## src/rtl/branch_predict_unit_if.sv

```systemverilog
// Predictor bus between the D/E pipeline stages and branch_predict_unit.
// master = pipeline side, slave = predictor side.
interface branch_predict_unit_if #(
   parameter int GHR_BITS = 8
);
   logic                stall;
   logic                pred_valid_i;
   logic [31:0]         pred_pc_i;
   logic                pred_take_o;
   logic [GHR_BITS-1:0] pred_ghr_o;
   logic                upd_valid_i;
   logic [31:0]         upd_pc_i;
   logic [GHR_BITS-1:0] upd_ghr_i;
   logic                upd_taken_i;
   logic                upd_mispred_i;
   logic [31:0]         perf_br_o;
   logic [31:0]         perf_miss_o;

   modport master (
      output stall, pred_valid_i, pred_pc_i,
      output upd_valid_i, upd_pc_i, upd_ghr_i,
      output upd_taken_i, upd_mispred_i,
      input  pred_take_o, pred_ghr_o,
      input  perf_br_o, perf_miss_o
   );

   modport slave (
      input  stall, pred_valid_i, pred_pc_i,
      input  upd_valid_i, upd_pc_i, upd_ghr_i,
      input  upd_taken_i, upd_mispred_i,
      output pred_take_o, pred_ghr_o,
      output perf_br_o, perf_miss_o
   );
endinterface

```

## src/rtl/branch_predict_unit.sv

```systemverilog
// Dynamic branch predictor: PHT of saturating counters, bimodal or gshare.
// Predicts in D, repairs speculative GHR and trains PHT at E resolution.
module branch_predict_unit #(
   parameter int PHT_DEPTH = 256,
   parameter int CNT_BITS  = 2,
   parameter int GHR_BITS  = 8,
   parameter int MODE      = 1
) (
   input  logic                 clk,
   input  logic                 rst,
   branch_predict_unit_if.slave bus
);
   localparam int IDX_W = $clog2(PHT_DEPTH);
   localparam logic [CNT_BITS-1:0] CNT_INIT = CNT_BITS'((1 << (CNT_BITS-1)) - 1);
   localparam logic [CNT_BITS-1:0] CNT_MAX  = '1;

   logic [CNT_BITS-1:0] r_pht [PHT_DEPTH];
   logic [GHR_BITS-1:0] r_ghr;
   logic [31:0]         r_br;
   logic [31:0]         r_miss;

   logic [IDX_W-1:0]    w_ppc_idx;
   logic [IDX_W-1:0]    w_upc_idx;
   logic [IDX_W-1:0]    w_pidx;
   logic [IDX_W-1:0]    w_uidx;
   logic [CNT_BITS-1:0] w_cnt_pred;
   logic [CNT_BITS-1:0] w_cnt_upd;
   logic [CNT_BITS-1:0] w_cnt_nxt;
   logic [GHR_BITS-1:0] w_ghr_spec;
   logic [GHR_BITS-1:0] w_ghr_fix;
   logic                w_repair;
   logic                w_spec;
   logic                w_unused;

   assign w_ppc_idx = bus.pred_pc_i[IDX_W+1:2];
   assign w_upc_idx = bus.upd_pc_i[IDX_W+1:2];

   // Lookup hashes the live GHR; training hashes the snapshot carried down the pipe.
   assign w_pidx = (MODE == 1) ? (w_ppc_idx ^ IDX_W'(r_ghr)) : w_ppc_idx;
   assign w_uidx = (MODE == 1) ? (w_upc_idx ^ IDX_W'(bus.upd_ghr_i)) : w_upc_idx;

   assign w_cnt_pred      = r_pht[w_pidx];
   assign w_cnt_upd       = r_pht[w_uidx];
   assign bus.pred_take_o = w_cnt_pred[CNT_BITS-1];
   assign bus.pred_ghr_o  = r_ghr;
   assign bus.perf_br_o   = r_br;
   assign bus.perf_miss_o = r_miss;

   assign w_repair = bus.upd_valid_i & bus.upd_mispred_i;
   assign w_spec   = bus.pred_valid_i & ~bus.stall & ~w_repair;

   generate
      if (GHR_BITS == 1) begin : g_ghr1
         assign w_ghr_spec = bus.pred_take_o;
         assign w_ghr_fix  = bus.upd_taken_i;
      end else begin : g_ghrn
         assign w_ghr_spec = {r_ghr[GHR_BITS-2:0], bus.pred_take_o};
         assign w_ghr_fix  = {bus.upd_ghr_i[GHR_BITS-2:0], bus.upd_taken_i};
      end
   endgenerate

   assign w_unused = ^{bus.pred_pc_i, bus.upd_pc_i, bus.upd_ghr_i};

   // Saturating counter step for the resolved branch.
   always_comb begin
      w_cnt_nxt = w_cnt_upd;
      if (bus.upd_taken_i) begin
         if (w_cnt_upd != CNT_MAX) w_cnt_nxt = w_cnt_upd + 1'b1;
      end else begin
         if (w_cnt_upd != '0) w_cnt_nxt = w_cnt_upd - 1'b1;
      end
   end

   // PHT write port; same-cycle lookups still see the old entry.
   always_ff @(posedge clk or posedge rst) begin
      if (rst) begin
         for (int i = 0; i < PHT_DEPTH; i++) r_pht[i] <= CNT_INIT;
      end else if (bus.upd_valid_i) begin
         r_pht[w_uidx] <= w_cnt_nxt;
      end
   end

   // GHR: repair from the flushed branch beats a speculative shift.
   always_ff @(posedge clk or posedge rst) begin
      if (rst) begin
         r_ghr <= '0;
      end else if (w_repair) begin
         r_ghr <= w_ghr_fix;
      end else if (w_spec) begin
         r_ghr <= w_ghr_spec;
      end
   end

   // Perf counters, free-running and wrapping.
   always_ff @(posedge clk or posedge rst) begin
      if (rst) begin
         r_br   <= '0;
         r_miss <= '0;
      end else if (bus.upd_valid_i) begin
         r_br <= r_br + 32'd1;
         if (bus.upd_mispred_i) r_miss <= r_miss + 32'd1;
      end
   end
endmodule

```

## src/flat_wrapper.sv

```systemverilog
// flat-port wrapper written by rule: the top's interface ports become plain ports
module branch_predict_unit_flat 
#(
   parameter int PHT_DEPTH = 256,
   parameter int CNT_BITS  = 2,
   parameter int GHR_BITS  = 8,
   parameter int MODE      = 1
)
  (clk, rst, bus_stall, bus_pred_valid_i, bus_pred_pc_i, bus_upd_valid_i, bus_upd_pc_i, bus_upd_ghr_i, bus_upd_taken_i, bus_upd_mispred_i, bus_pred_take_o, bus_pred_ghr_o, bus_perf_br_o, bus_perf_miss_o);
  branch_predict_unit_if #(.GHR_BITS(GHR_BITS)) bus_i ();
  input  logic clk;
  input  logic rst;
  input wire logic [$bits(bus_i.stall)-1:0] bus_stall;
  input wire logic [$bits(bus_i.pred_valid_i)-1:0] bus_pred_valid_i;
  input wire logic [$bits(bus_i.pred_pc_i)-1:0] bus_pred_pc_i;
  input wire logic [$bits(bus_i.upd_valid_i)-1:0] bus_upd_valid_i;
  input wire logic [$bits(bus_i.upd_pc_i)-1:0] bus_upd_pc_i;
  input wire logic [$bits(bus_i.upd_ghr_i)-1:0] bus_upd_ghr_i;
  input wire logic [$bits(bus_i.upd_taken_i)-1:0] bus_upd_taken_i;
  input wire logic [$bits(bus_i.upd_mispred_i)-1:0] bus_upd_mispred_i;
  output wire logic [$bits(bus_i.pred_take_o)-1:0] bus_pred_take_o;
  output wire logic [$bits(bus_i.pred_ghr_o)-1:0] bus_pred_ghr_o;
  output wire logic [$bits(bus_i.perf_br_o)-1:0] bus_perf_br_o;
  output wire logic [$bits(bus_i.perf_miss_o)-1:0] bus_perf_miss_o;
  assign bus_i.stall = bus_stall;
  assign bus_i.pred_valid_i = bus_pred_valid_i;
  assign bus_i.pred_pc_i = bus_pred_pc_i;
  assign bus_i.upd_valid_i = bus_upd_valid_i;
  assign bus_i.upd_pc_i = bus_upd_pc_i;
  assign bus_i.upd_ghr_i = bus_upd_ghr_i;
  assign bus_i.upd_taken_i = bus_upd_taken_i;
  assign bus_i.upd_mispred_i = bus_upd_mispred_i;
  assign bus_pred_take_o = bus_i.pred_take_o;
  assign bus_pred_ghr_o = bus_i.pred_ghr_o;
  assign bus_perf_br_o = bus_i.perf_br_o;
  assign bus_perf_miss_o = bus_i.perf_miss_o;
  branch_predict_unit #(.PHT_DEPTH(PHT_DEPTH), .CNT_BITS(CNT_BITS), .GHR_BITS(GHR_BITS), .MODE(MODE)) u_core (.clk(clk), .rst(rst), .bus(bus_i));
endmodule
```

## config.mk

```make
export PLATFORM = sky130hd
export DESIGN_NAME = branch_predict_unit_flat
export DESIGN_NICKNAME = d
export VERILOG_FILES = /design/src/rtl/branch_predict_unit_if.sv /design/src/rtl/branch_predict_unit.sv /design/src/flat_wrapper.sv
export SDC_FILE = /design/constraint.sdc
export NUM_CORES = 2
export LEC_CHECK = 0
export CAP_MARGIN = 10
export CELL_PAD_IN_SITES_DETAIL_PLACEMENT = 0
export CELL_PAD_IN_SITES_GLOBAL_PLACEMENT = 1
export CORE_UTILIZATION = 53
export DETAILED_ROUTE_END_ITERATION = 7
export PLACE_DENSITY_LB_ADDON = 0.3
export SYNTH_ARGS = -nofsm -noshare
export SYNTH_HDL_FRONTEND = slang
export SYNTH_SLANG_ARGS = --single-unit
```

## constraint.sdc

```tcl
create_clock -name clk -period 39.8 [get_ports clk]
set_input_delay 3.98 -clock clk [delete_from_list [all_inputs] [get_ports clk]]
set_output_delay 3.98 -clock clk [all_outputs]
set_load 0.01 [all_outputs]
```

=== After elaboration in Yosys (flattened, before gate mapping) ===
Cells that the tools add are included.

* Register bits after elaboration: 584
* Bits in latches: 0
* Bits in writable memories: 0
* Bits in read-only memories: 0
* Input bits: 79
* Output and inout port bits: 73
* Word-level logic and storage cells: 294
* Memories: 0

* Add/subtract/negate cells: 4
* Multipliers: 0
* Divide/modulo/power cells: 0
* Order comparisons: 3
* Eq/ne operators: 1
* Shift-type cells: 0
* Multiplexer cells: 14
* Bitwise logic cells: 9
* Reduce and logical (&&, ||, !) cells: 4

{| class="wikitable"
|+ Operators by type and width
! cell !! number
|-
| $bwmux 512 || 1
|-
| $add 32x1->32 const B || 2
|-
| $bmux 2 s8 || 2
|-
| $ge 9x9->1 const B || 2
|-
| $not 8->9 || 2
|-
| $demux 2 s8 || 1
|-
| $mux 2 || 8
|-
| $mux 8 || 2
|-
| $xor 8x8->8 || 2
|-
| $lt 9x1->1 const B || 1
|-
| $reduce_bool 2->1 || 2
|-
| $and 1x1->1 || 3
|-
| $add 2x1->2 const B || 1
|-
| $ne 2x2->1 const B || 1
|-
| $not 1->1 || 2
|-
| $reduce_and 2->1 || 1
|-
| $sub 2x1->2 const B || 1
|-
| $logic_and 1x1->1 || 1
|}

=== Depth between registers and ports, before layout ===
* Depth in word-level cells: 9
* Gate-level depth with buffers: 12
* Mapped depth without buffers: 8

=== Worst setup path before layout ===
No wires, ideal clock.

* Kind: input to output
* Start: input port bus_pred_pc_i[2]
* End: output port bus_pred_take_o
* Data arrival time: 6,665 ps
* Data required time: 35,820 ps
* Setup slack: 29,155 ps
* Stages on the path: 8
* Path buffers: 1
* Path through: xor2_1 clkbuf_1 mux4_2 mux4_2 a22oi_1 nand2_1 a211oi_1 a21oi_1

* Word-level cells in the longest chain between the ends: 5

{| class="wikitable"
|+ RTL lines
! item !! line !! RTL
|-
| start, declared || flat_wrapper.sv:15 || <nowiki>input wire logic [$bits(bus_i.pred_pc_i)-1:0] bus_pred_pc_i;</nowiki>
|-
| $xor 8x8->8 || branch_predict_unit.sv:39 || <nowiki>assign w_pidx = (MODE == 1) ? (w_ppc_idx ^ IDX_W'(r_ghr)) : w_ppc_idx;</nowiki>
|-
| $not 8->9 (implied by the code) || branch_predict_unit.sv:42 || <nowiki>assign w_cnt_pred = r_pht[w_pidx];</nowiki>
|-
| $bmux 2 s8 || branch_predict_unit.sv:42 ||
|-
| $mux 2 (implied by the code) (2 in a row) || branch_predict_unit.sv:42 ||
|-
| end, declared || flat_wrapper.sv:21 || <nowiki>output wire logic [$bits(bus_i.pred_take_o)-1:0] bus_pred_take_o;</nowiki>
|}

Every way passes these cells. The select of a mux whose other input is x is not followed.

=== Final worst setup path ===
Same ends and word-level chain as after synthesis.

==> results.cfg <==
[cells_and_area]
fin_area_um2 = 33300
fillers = 4441
n_antenna_cell = 0
syn_to_final_growth_pct = 11.5
stdcell_count = 3390
drive_above_1_share_pct = 25.2
finish.utilization_pct = 60.1
nNetsFinal = 2674

[routing]
wl_met3_um = 7910
first_pass_iters = 6
wire_per_inst_um = 24.3
highest_layer = met5
wirelength_um = 82500
via_per_inst = 6.68
met2_wirelength_um = 38100
drt-initial-drc-count = 2898
antenna_left = 0
met1Wirelength_um = 34400
vias = 22700
route.detailed.drc = 0

[place]
placed_cells = 3278
port_buffers = 103
place_hpwl_um = 47100
gp_congestion = 0.795
place_area_um2 = 31300

[cts]
clockRootBuffer = clkbuf_16
cts_num_sinks = 584
cts_tree = built
clk_pin_slew_ps = 50
numCtsBuffers = 61
cts_hold_buf = 0
h-tree-depth = 2
post_cts_buffers = 0
worstSkewPairLatency_ps = 650
cts_resized = 0
cts_buffer_depth = 3

[setup_path]
slowest_delay_ps = 750
crit_chain = clkdlybuf4s50_1, xor2_4, buf_4, buf_4, mux4_2, mux4_2, a22oi_1, a21oi_1, a211oi_1, a21oi_1, clkdlybuf4s50_1
worstPathArrival_ps = 8450
endpoint_kind = output pin
crit_start = bus_pred_pc_i[2]
path_class = in -> out
crit_path_start_kind = input pin
crit_fanout = 36
crit_path_top_delay_cell = buf_4
worstPathRequired_ps = 35820
timing.rr.start = u_core.r_pht[169]

[timing]
maxSlewHeadroom_pct = 21.6
fin_tns_setup_ps = 0
drv_slew = 0
max_freq_mhz = 80.4
finalCritPeriodShare_pct = 31.2
hold_ws_ps = 466
fin_worst_skew_ps = 27.9
period_needed_ps = 12430
grt_setup_unrepaired = no
timing.final.hold_violations = 0
finalSetupViolations = 0
tightest_slew_ps = 1180

[min_path]
hp-start = u_core.bus.perf_br_o[31]
hold_path_class = reg -> reg

[power_and_ir_drop]
p_clk_share_pct = 35.2
seqPwrFrac_pct = 44.0
netSwitchingPower_w = 0.000498
ir_drop_v = 0.0000355
comb_power_share_pct = 20.8
power.share.switching_pct = 29.7
p_leak_nw = 12.4
intPower_w = 0.00118
power.density_nw_per_um2 = 50.4

[synthesis]
syn_area_um2 = 29900
netlist_instances = 2672
ys_warn_count = 0
ys_seq_area_share_pct = 50.0
synth-async-reset-ratio_pct = 100
synth.distinct_cells = 36
synth.avg_cell_area_um2 = 11.2
syn_nets = 2753
synth_seq_cells = 584
synth_ff_type = dfrtp_1
synth_edf_count = 0

[global_routing]
grt_first_pass_wirelength_um = 129000
grt_start_max_net_pins = 175
grtUsageTotal_pct = 29.4
grt_pass1_vias = 22000
antenna_found_initial = 1
overflow = 0

[run_status]
outcome = finished clean

[floorplan]
die_area_um2 = 57300
start_util_pct = 53.9
ios = 152
chipHeight_um = 239
rows = 86
die_w_um = 239
core_um2 = 55400

[run]
cap_violations = 0
state kept, by name (all words and copies together) (netlist names):
register                count
u_core.r_pht              512
u_core.bus.perf_br_o       32
u_core.bus.perf_miss_o     32
u_core.bus.pred_ghr_o       8
metrics by stage:
stage	setup slack (ps)	total power, W
floorplan	19900	0.000991
global placement	27360	0.00108
detailed placement	27340	0.00110
CTS	27340	0.00169
global route	27140	0.00175
finish	27370	0.00168
cell usage after synthesis, types with 2 or more instances:
master	number	area, µm²
a21oi_1	264	1320
a22oi_1	16	120
a31oi_1	244	1530
a41oi_1	28	245
and3_1	9	56.3
and4_1	3	26.3
buf_1	6	22.5
buf_2	68	340
buf_4	6	45.0
buf_6	5	56.3
clkbuf_1	224	841
dfrtp_1	328	8210
dfstp_2	256	6730
ha_1	2	25.0
inv_1	10	37.5
mux2i_1	7	70.1
mux4_2	208	4680
nand2_1	232	871
nand3_1	21	105
nand4_1	17	106
nor2_1	105	394
nor3_1	2	10.0
o21ai_0	264	1320
o31ai_1	243	1820
o41ai_1	7	61.3
xnor2_1	59	517
xor2_1	29	254
final timing paths:
kind,depth (start not counted),end,slack [ps]
min reg2reg,1,u_core.bus.perf_br_o[31],470
min,1,u_core.bus.perf_br_o[31],470
max reg2reg,9,u_core.r_pht[438],34740
max,11,bus_pred_take_o,27370
min in group asynchronous,2,u_core.bus.perf_br_o[25],3840
max in group asynchronous,5,u_core.r_pht[177],32560
final cells by class:
| type | count | area (µm²) | area share [%] |
|---|---|---|---|
| clock buffers | 89 | 1750 | 5.26 |
| clock inverters | 23 | 317 | 0.950 |
| inverters | 10 | 45.0 | 0.135 |
| multi-input cells | 1769 | 13800 | 41.5 |
| flip-flops and latches | 584 | 14900 | 44.8 |
| well taps | 748 | 936 | 2.81 |
| repair buffers | 167 | 1520 | 4.57 |
logic make-up after synthesis:
kind of cell	synth area share (%)
xor gates and xnor gates	2.58
muxes	15.9
DFF	50.0
adders and majority gates	0.155
AOI/OAI and AO/OA	21.5
buffers and inverters	4.49
and+or+nand+nor	5.33
cells in the final DEF, fill, tap and decap left out, types with 61 or more instances in the layout:
cell type / instances
o21ai_0: 264
clkbuf_16: 61
a21oi_1: 264
dfstp_2: 256
dfrtp_1: 328
a31oi_1: 244
buf_4: 63
nor2_1: 73
clkdlybuf4s50_1: 103
nand2_1: 232
o31ai_1: 243
mux4_2: 208
critical path, delay by kind of cell:
kind	cells	cell delay, ps
AOI/OAI and AO/OA	4	840
xor gates and xnor gates	1	140
muxes	2	1080
buffers and inverters	4	2380
power by group through the flow:
stage	Sequential (W)	Combinational (W)	Clock (W)
after floorplan	0.000733	0.000258	0
after global placement	0.000739	0.000340	0
after detailed placement	0.000746	0.000349	0
after CTS	0.000737	0.000349	0.000600
after global routing	0.000749	0.000380	0.000624
final	0.000739	0.000350	0.000591
layer usage:
metal	vias to the layer above	global-route usage [%]
met5	-	0
met4	2	8.90
met3	149	6.71
met2	1088	45.2
met1	11400	41.7
li1	10100	-
(Power assumes the default switching activity.)
